--- src/rtl/time_setter_pkg.sv ---
// Shared types and constants for the time_setter block: FSM states, edit_field codes
// and the min/sec wrap-step helper.
package time_setter_pkg;

  typedef enum logic [1:0] {
    ST_IDLE     = 2'd0,
    ST_EDIT_MIN = 2'd1,
    ST_EDIT_SEC = 2'd2,
    ST_OFFER    = 2'd3
  } state_t;

  localparam logic [1:0] FIELD_NONE = 2'd0;
  localparam logic [1:0] FIELD_MIN  = 2'd1;
  localparam logic [1:0] FIELD_SEC  = 2'd2;

  localparam logic [7:0] MAX_SEC = 8'd59;

  // One step up or down inside 0..max_val, wrapping at both ends
  function automatic logic [7:0] step_wrap(input logic [7:0] val, input logic [7:0] max_val,
                                           input logic up);
    if (up) begin
      return (val >= max_val) ? 8'd0 : val + 8'd1;
    end else begin
      return (val == 8'd0) ? max_val : val - 8'd1;
    end
  endfunction

endpackage

--- src/rtl/btn_debounce.sv ---
// Push-button conditioning: 2-flop synchronizer, DEB_CYC-cycle debouncer and a
// one-cycle pulse on each debounced press (release gives no pulse).
module btn_debounce
  import time_setter_pkg::*;
#(
  parameter int DEB_CYC = 3
) (
  input  logic clk,
  input  logic rst_n,
  input  logic btn,
  output logic level,
  output logic press
);

  localparam int CW = (DEB_CYC > 1) ? $clog2(DEB_CYC) : 1;
  localparam logic [CW-1:0] CNT_LAST = CW'(DEB_CYC - 1);

  logic          sync1_r;
  logic          sync2_r;
  logic          level_r;
  logic          press_r;
  logic [CW-1:0] cnt_r;

  // Synchronize, then accept a new level only after DEB_CYC consecutive differing samples
  always_ff @(posedge clk) begin
    if (!rst_n) begin
      sync1_r <= 1'b0;
      sync2_r <= 1'b0;
      level_r <= 1'b0;
      press_r <= 1'b0;
      cnt_r   <= {CW{1'b0}};
    end else begin
      sync1_r <= btn;
      sync2_r <= sync1_r;
      press_r <= 1'b0;
      if (sync2_r != level_r) begin
        if (cnt_r == CNT_LAST) begin
          level_r <= sync2_r;
          press_r <= sync2_r;
          cnt_r   <= {CW{1'b0}};
        end else begin
          cnt_r <= cnt_r + CW'(1);
        end
      end else begin
        cnt_r <= {CW{1'b0}};
      end
    end
  end

  assign level = level_r;
  assign press = press_r;

endmodule

--- src/rtl/time_setter.sv ---
// Button-driven min/sec editor that offers the value to a countdown timer via valid/ready.
// Optional hold-to-repeat on up/down is enabled with TIME_SETTER_AUTO_REPEAT_EN.
module time_setter
  import time_setter_pkg::*;
#(
  parameter int CLK_HZ      = 100000000,
  parameter int DEBOUNCE_MS = 20,
  parameter int INIT_MIN    = 3,
  parameter int INIT_SEC    = 0,
  parameter int MAX_MIN     = 99
) (
  input  logic       clk,
  input  logic       rst_n,
  input  logic       btn_mode,
  input  logic       btn_up,
  input  logic       btn_down,
  input  logic       btn_confirm,
  input  logic       set_ready,
  output logic       set_valid,
  output logic [7:0] set_min,
  output logic [7:0] set_sec,
  output logic [1:0] edit_field
);

  localparam int DEB_CYC = CLK_HZ / 1000 * DEBOUNCE_MS;
  localparam logic [7:0] MAX_MIN_V = 8'(MAX_MIN);

  state_t     state_r;
  logic [3:0] btn_s;
  logic [3:0] lvl_s;
  logic [3:0] press_s;
  logic       up_step_s;
  logic       down_step_s;
  logic       lvl_unused_s;

  assign btn_s = {btn_confirm, btn_down, btn_up, btn_mode};

  for (genvar i = 0; i < 4; i++) begin : g_btn
    btn_debounce #(.DEB_CYC(DEB_CYC)) u_btn_debounce (
      .clk  (clk),
      .rst_n(rst_n),
      .btn  (btn_s[i]),
      .level(lvl_s[i]),
      .press(press_s[i])
    );
  end

  // Held levels only matter for the repeat timer
  assign lvl_unused_s = ^lvl_s;

`ifdef TIME_SETTER_AUTO_REPEAT_EN
  localparam int HOLD_CYC = CLK_HZ / 1000 * 500;
  localparam int RPT_CYC  = CLK_HZ / 1000 * 100;

  logic [31:0] rpt_cnt_r;
  logic        rpt_pulse_r;

  // Time a single held up or down key: first repeat after HOLD_CYC, then every RPT_CYC
  always_ff @(posedge clk) begin
    if (!rst_n) begin
      rpt_cnt_r   <= 32'd0;
      rpt_pulse_r <= 1'b0;
    end else begin
      rpt_pulse_r <= 1'b0;
      if ((state_r == ST_EDIT_MIN || state_r == ST_EDIT_SEC) && (lvl_s[1] ^ lvl_s[2])) begin
        if (rpt_cnt_r == 32'(HOLD_CYC - 1)) begin
          rpt_pulse_r <= 1'b1;
          rpt_cnt_r   <= 32'(HOLD_CYC - RPT_CYC);
        end else begin
          rpt_cnt_r <= rpt_cnt_r + 32'd1;
        end
      end else begin
        rpt_cnt_r <= 32'd0;
      end
    end
  end

  assign up_step_s   = press_s[1] | (rpt_pulse_r & lvl_s[1]);
  assign down_step_s = press_s[2] | (rpt_pulse_r & lvl_s[2]);
`else
  assign up_step_s   = press_s[1];
  assign down_step_s = press_s[2];
`endif

  // Edit FSM; confirm beats mode, mode beats up/down, up+down together cancel
  always_ff @(posedge clk) begin
    if (!rst_n) begin
      state_r    <= ST_IDLE;
      set_valid  <= 1'b0;
      edit_field <= FIELD_NONE;
      set_min    <= 8'(INIT_MIN);
      set_sec    <= 8'(INIT_SEC);
    end else begin
      case (state_r)
        ST_IDLE: begin
          if (press_s[0]) begin
            state_r    <= ST_EDIT_MIN;
            edit_field <= FIELD_MIN;
          end
        end
        ST_EDIT_MIN, ST_EDIT_SEC: begin
          if (press_s[3]) begin
            state_r    <= ST_OFFER;
            edit_field <= FIELD_NONE;
            set_valid  <= 1'b1;
          end else if (press_s[0]) begin
            if (state_r == ST_EDIT_MIN) begin
              state_r    <= ST_EDIT_SEC;
              edit_field <= FIELD_SEC;
            end else begin
              state_r    <= ST_EDIT_MIN;
              edit_field <= FIELD_MIN;
            end
          end else if (up_step_s ^ down_step_s) begin
            if (state_r == ST_EDIT_MIN) begin
              set_min <= step_wrap(set_min, MAX_MIN_V, up_step_s);
            end else begin
              set_sec <= step_wrap(set_sec, MAX_SEC, up_step_s);
            end
          end
        end
        ST_OFFER: begin
          if (set_ready) begin
            state_r   <= ST_IDLE;
            set_valid <= 1'b0;
          end
        end
        default: begin
          state_r    <= ST_IDLE;
          set_valid  <= 1'b0;
          edit_field <= FIELD_NONE;
        end
      endcase
    end
  end

endmodule

--- config.mk ---
export PLATFORM = sky130hd
export DESIGN_NAME = time_setter
export DESIGN_NICKNAME = d
export VERILOG_FILES = /design/src/rtl/time_setter_pkg.sv /design/src/rtl/btn_debounce.sv /design/src/rtl/time_setter.sv
export SDC_FILE = /design/constraint.sdc
export NUM_CORES = 1
export LEC_CHECK = 0
export CAP_MARGIN = 40
export CORE_UTILIZATION = 42
export DETAILED_ROUTE_END_ITERATION = 10
export PLACE_DENSITY = 0.65
export SLEW_MARGIN = 20
export SYNTH_ARGS = -nofsm -noshare
export SYNTH_HDL_FRONTEND = slang
export SYNTH_SLANG_ARGS = --single-unit
--- constraint.sdc ---
create_clock -name clk -period 1.7 [get_ports clk]
set_input_delay 0.34 -clock clk [delete_from_list [all_inputs] [get_ports clk]]
set_output_delay 0.34 -clock clk [all_outputs]
set_load 0.005 [all_outputs]
==> out/qor.yml, run 1 <==
synthesis:
  syn_inst: 658
  yosysMostFrequentCell: "dfxtp_1"
  synthTopCellsByCount: "dfxtp_1 (121), nor2_1 (114), xor2_1 (58), nand3_1 (45), nand2_1 (44)"
  synth_enable_flop_cells: 0
  syn_area_sq_um: 5810
  synth_ff_type: "dfxtp_1"
  syn_avg_cell_area_sq_um: 8.82
  synth-seq-cells: 121
  ys_seq_area_share_pct: 41.7
  ys_warn_count: 0
  ys_async_sr_fraction_pct: 0
  synth.distinct_cells: 59
  synth_top_cell_area_share_pct: 41.7
  netlist_top_cells_area: "dfxtp_1 (42%), xor2_1 (8.7%), nor2_1 (7.4%)"
  synth_top_area_cell: "dfxtp_1"
  syn-num-nets: 678
sta:
  slew_violations: 0
  worstMarginPinSlew_ps: 504
  setup_ws_ps: -73.2
  skew_ps: 7.03
  post-route-period-util_pct: 104
  slew_headroom_pct: 65.9
  finalSetupViolations: 2
  timing.final.crit_period_ps: 1770
  grt_setup_unrepaired: "yes"
  tns_ps: -74.4
  finalHoldViolations: 0
  fmax_ghz: 0.564
global_route:
  overflow: 0
  first_global_vias: 4706
  antenna_found_initial: 0
  track_usage_pct: 18.3
  grt_pass1_wl_um: 21000
  grt_max_degree: 31
clock_tree:
  worstSkewPairLatency_ps: 410
  holdBufCountCts: 0
  clk_pin_slew_ps: 50
  cts_buffers: 17
  cts_tree: "yes"
  cts.path.max_buffers: 2
  clock-root-buffer: "clkbuf_16"
  htreeDepth: 4
  clock_sinks: 121
floorplan:
  num_rows: 42
  io_pins: 26
  dieArea_sq_um: 14300
  start_util_pct: 43.5
  fp.dieH_um: 120
  die_width_um: 120
  core_sq_um: 13300
final_layout:
  drive_above_1_share_pct: 20.8
  diodes: 0
  area_delta_synth_final_pct: 27.6
  final_nets: 758
critical_path:
  worst_setup_path_start_kind: "register"
  critPathMaxFanout: 4
  crit_path_end_kind: "register"
  crit_type: "reg -> reg"
  crit_arrival_ps: 2100
  critPathRequiredTime_ps: 2030
outcome:
  violations: "negative setup slack"
  status: "finished, violations left"
placed_design:
  port_buffers: 25
  dp_hpwl_um: 8260
  gp_congestion: 0.851
  pre_cts_slack_ps: -69.2
pwr:
  power.density_nw_per_um2: 872
  irDropWorstVdd_v: 0.000730
  leakage_nw: 2.79
drt:
  drt_first_pass_iters: 5
  vias: 4799
  wl_per_cell_um: 13.5
  drc: 0
  drt_wl_total_um: 12500
  drt_iter0_drc: 323
  drt-vias-per-instance: 5.18
  ant_nets: 0
flow_run:
  maxCapViolations: 0
worst_hold_path:
  hold_path.class: "reg -> reg"
==> stage by stage <==
stage / cells / cell area (sq um) / power (mW) / util (%) / hold WS [ps]
floorplan: 658 / 5810 / 3.03 / - / 412
global route: 926 / 7410 / 6.68 / 55.5 / 441
global placement: 880 / 6520 / 3.11 / 48.8 / 415
detailed placement: 880 / 6520 / 3.12 / 48.8 / 421
CTS: 914 / 7170 / 6.52 / 53.7 / 438
finish: 926 / 7410 / 6.46 / 55.5 / 437
==> area by class of cell <==
type / instances / area [sq um]
Clock inverter: 10 / 103
Fill cell: 1206 / 5940
Multi-Input combinational cell: 495 / 3350
Clock buffer: 21 / 450
Timing Repair Buffer: 83 / 739
Sequential cell: 121 / 2470
Tap cell: 176 / 220
Inverter: 20 / 77.6
==> repair_timing <==
item	in CTS	in global routing
gates cloned	1	1
resized for setup	35	43
pin swaps	3	12
endpoints found under the setup margin	24	109
buffers inserted	2	11
==> kinds of logic (layout without fill, tap and decap cells) <==
| group | Yosys count | count (layout) | share of synthesized area (%) |
|---|---|---|---|
| buf+inv | 44 | 134 | 3.60 |
| fa+ha+maj | 13 | 13 | 2.80 |
| mux | 9 | 9 | 1.57 |
| flops | 121 | 121 | 41.7 |
| compound gates | 66 | 66 | 6.87 |
| simple gates | 321 | 323 | 30.6 |
| xor+xnor | 84 | 84 | 12.8 |
==> sequential cells by signal (all words and copies together) (netlist names) <==
| name | flops |
|---|---|
| g_btn.u_btn_debounce.cnt_r | 84 |
| set_min | 8 |
| set_sec | 8 |
| g_btn.u_btn_debounce.level | 4 |
| g_btn.u_btn_debounce.press | 4 |
| g_btn.u_btn_debounce.sync1_r | 4 |
| g_btn.u_btn_debounce.sync2_r | 4 |
| edit_field | 2 |
| state_r | 2 |
| set_valid | 1 |
==> worst max-delay path, cell delays in order, from the launching register on <==
cell and delay (ps):
dfxtp_2 330, inv_4 80, ha_4 140, nor2b_4 160
buf_4 120, nand4b_1 220, buf_4 230, nor3b_2 170
o21ai_1 90, a21oi_1 150
==> layout by cell type (no fill, tap or decap), types with 19 or more instances in the layout <==
master,n
xor2_1,58
xnor2_1,25
clkdlybuf4s50_1,19
nand2_1,44
nor2_1,113
nand3_1,42
buf_4,48
a21oi_1,20
dfxtp_1,99
==> final timing paths <==
check / slack, ps / to / cells after the start / start
worst max-delay path: -70 / set_min[2] / 9 / state_r[1]
worst min-delay path: 440 / g_btn[0].u_btn_debounce.sync2_r / 1 / g_btn[0].u_btn_debounce.sync1_r
worst max register to register: -70 / set_min[2] / 9 / state_r[1]
worst min register to register: 440 / g_btn[0].u_btn_debounce.sync2_r / 1 / g_btn[0].u_btn_debounce.sync1_r
==> report_power, final <==
part | internal, mW | switching, mW
Combinational | 0.114 | 0.115
Sequential | 2.85 | 0.0176
Clock | 2.16 | 1.20
Total | 5.13 | 1.33
==> routing by layer <==
layer | GRT usage (%) | part of all wire [%] | up-vias
met2 | 30.2 | 49 | 72
met3 | 4.85 | 3.5 | 23
met5 | 0 | 0 | -
met1 | 21.8 | 45 | 2267
li1 | - | - | 2437
met4 | 9.14 | 2.6 | 0
No activity file was read; power rests on OpenSTA's default activity.
==> run 2, diff against run 1 <==
- MAX_ROUTING_LAYER: not set -> met4
==> run 2 against run 1 <==
  * The flow now finishes without violations
  * Critical path depth down 8
  * Register-to-register slack gained 120 ps
  * Highest routed layer unchanged
  * Largest cell class unchanged
  * Via count grew 1.8%
  * Fmax up 7.0%
  * Final area rose by 2.7%
  * Wire length up 3.0%
  * Largest power group unchanged
  * Flip-flop and latch count is the same
  * Setup slack improved by 120 ps
  * Cell count increased by 1.6%
==> out/qor.yml, run 2 (synthesis results as in run 1) <==
drt:
  vias: 4883  # +1.8%
  wl_per_cell_um: 13.7  # +1.3%
  ant_nets: 0  # unchanged
  drc: 0  # unchanged
  drt-vias-per-instance: 5.19  # +0.13%
  drt_iter0_drc: 258  # -20%
  drt_wl_total_um: 12900  # +3.0%
  drt_first_pass_iters: 4  # -1
worst_hold_path:
  whs_path_depth: 1  # unchanged
  hold_path.class: "reg -> reg"
  hold_start: "g_btn[0].u_btn_debounce.sync1_r"
  min_to: "g_btn[0].u_btn_debounce.sync2_r"
sta:
  finalHoldViolations: 0  # unchanged
  post-route-period-util_pct: 97.5  # -6.8 points
  fmax_ghz: 0.604  # +7.0%
  tns_ps: 0  # +74.4 ps
  skew_ps: 8.84  # +1.80 ps
  timing.final.crit_period_ps: 1660  # -116 ps
  slew_violations: 0  # unchanged
  grt_setup_unrepaired: "yes"
  timing.hold.ws_ps: 431  # -5.63 ps
  worstMarginPinSlew_ps: 478  # -25.7 ps
  finalSetupViolations: 0  # -2
  slew_headroom_pct: 67.9  # +1.9 points
floorplan:
  start_util_pct: 43.5  # unchanged
  num_rows: 42  # unchanged
  fp.dieH_um: 120  # unchanged
  dieArea_sq_um: 14300  # unchanged
  io_pins: 26  # unchanged
  core_sq_um: 13300  # unchanged
  die_width_um: 120  # unchanged
critical_path:
  r2r.worst_path.cells: 6  # -3
  cp_num_buf_inv: 1  # -2
  critPathMaxFanout: 6  # +2
  critPathRequiredTime_ps: 1360  # -670 ps
  r2r_slack_ps: 50  # +120 ps
  rr_startpoint: "g_btn[3].u_btn_debounce.cnt_r[13]"
  slowest_stage: "clkdlybuf4s50_1"
  worst_setup_path_start_kind: "register"
  crit_path_end_kind: "primary output"
  critPathTopFamily: "buffers and inverters"
  rr_endpoint: "g_btn[3].u_btn_debounce.level"
  cp_cell_sequence: "clkdlybuf4s50_1"
  max_stage_delay_ps: 510  # +180 ps
  crit_type: "reg -> out"
  crit_arrival_ps: 1320  # -780 ps
pwr:
  power.density_nw_per_um2: 938  # +7.6%
  leakage_nw: 2.92  # +4.4%
  irDropWorstVdd_v: 0.000739  # +1.3%
global_route:
  track_usage_pct: 19.5  # +1.3 points
  first_global_vias: 4751  # +0.96%
  antenna_found_initial: 0  # unchanged
  grt_max_degree: 22  # -29%
  grt_pass1_wl_um: 21600  # +2.8%
  overflow: 0  # unchanged
placed_design:
  port_buffers: 25  # unchanged
  gp_congestion: 0.879  # +3.2%
  dp_hpwl_um: 8680  # +5.1%
final_layout:
  multi_input_comb_area_sq_um: 3310  # -1.3%
  area_delta_synth_final_pct: 31.1
  layout_common_cells: "nor2_1 (113), dfxtp_1 (102), buf_4 (63)"
  drive_above_1_share_pct: 22.1  # +1.3 points
  diodes: 0  # unchanged
  biggestRegsByFlops: "g_btn.u_btn_debounce.cnt_r x84, set_min x8, set_sec x8"
  final_common_cell: "nor2_1"
  largest_reg_flops: 84  # unchanged
  final_nets: 772  # +1.8%
  largest_register: "g_btn.u_btn_debounce.cnt_r"
  register_area_sq_um: 2470  # about the same
  fillerInstances: 1203  # -0.25%
clock_tree:
  clock-root-buffer: "clkbuf_16"
  worstSkewPairLatency_ps: 420  # about the same
  holdBufCountCts: 0  # unchanged
  cts_tree: "yes"
  clock_sinks: 121  # unchanged
  clk_pin_slew_ps: 50  # about the same
  htreeDepth: 4  # unchanged
  cts_buffers: 17  # unchanged
  cts.path.max_buffers: 2  # unchanged
flow_run:
  maxCapViolations: 0  # unchanged
outcome:
  status: "finished clean"
[run 2: layout make-up]
cell class | count | share of cell area, %
flip-flops and latches | 121 | 32.4
multi-input cells | 493 | 43.5
clock buffers | 19 | 5.82
inverters | 20 | 1.02
clock inverters | 13 | 2.94
repair buffers | 99 | 11.4
well taps | 176 | 2.89
[run 2: how the worst max path moves through the flow]
| stage | cells after the start | startpoint | end | slack, ps |
|---|---|---|---|---|
| global route | 7 | state_r[0] | set_min[2] | -50 |
| floorplan | 6 | state_r[0] | set_min[0] | 60 |
| CTS | 2 | set_min[5] | set_min[5] | 0.5 |
| finish | 1 | set_sec[5] | set_sec[5] | 40 |
| global placement | 5 | state_r[0] | set_min[0] | 7 |
| detailed placement | 5 | state_r[0] | set_min[0] | -50 |
[run 2: report_power, final]
group          internal (mW)  leakage (nW)  switching, mW
Sequential              2.85         0.987         0.0171
Combinational          0.112          1.61          0.109
Clock                   2.77         0.323           1.28
Total                   5.73          2.92           1.41
[run 2: per-layer routing]
layer  global-route usage (%)  up-vias  part of all wire, %
met2                     32.6       67                   51
li1                         -     2451                    -
met1                     21.8     2351                   45
met3                     5.75       14                  3.4
met4                     7.73        0                  1.4
met5                        -        -                    0
[run 2: metrics by stage]
stage | setup WS (ps) | cell area (sq um) | std cells | utilization, % | total power [mW]
finish | 43.1 | 7610 | 941 | 57.0 | 7.14
global route | -54.2 | 7610 | 941 | 57.0 | 7.37
CTS | 0.528 | 7380 | 932 | 55.3 | 7.20
detailed placement | -50.5 | 6630 | 895 | 49.7 | 3.13
global placement | 7.35 | 6630 | 895 | 49.7 | 3.12
floorplan | 61.1 | 5810 | 658 | - | 3.03
[run 2: repair_timing]
action / CTS / global route
gates resized for setup: 34 / 40
setup buffers: 5 / 9
setup endpoints to repair: 25 / 86
gates cloned: 0 / 0
pin swaps: 3 / 17
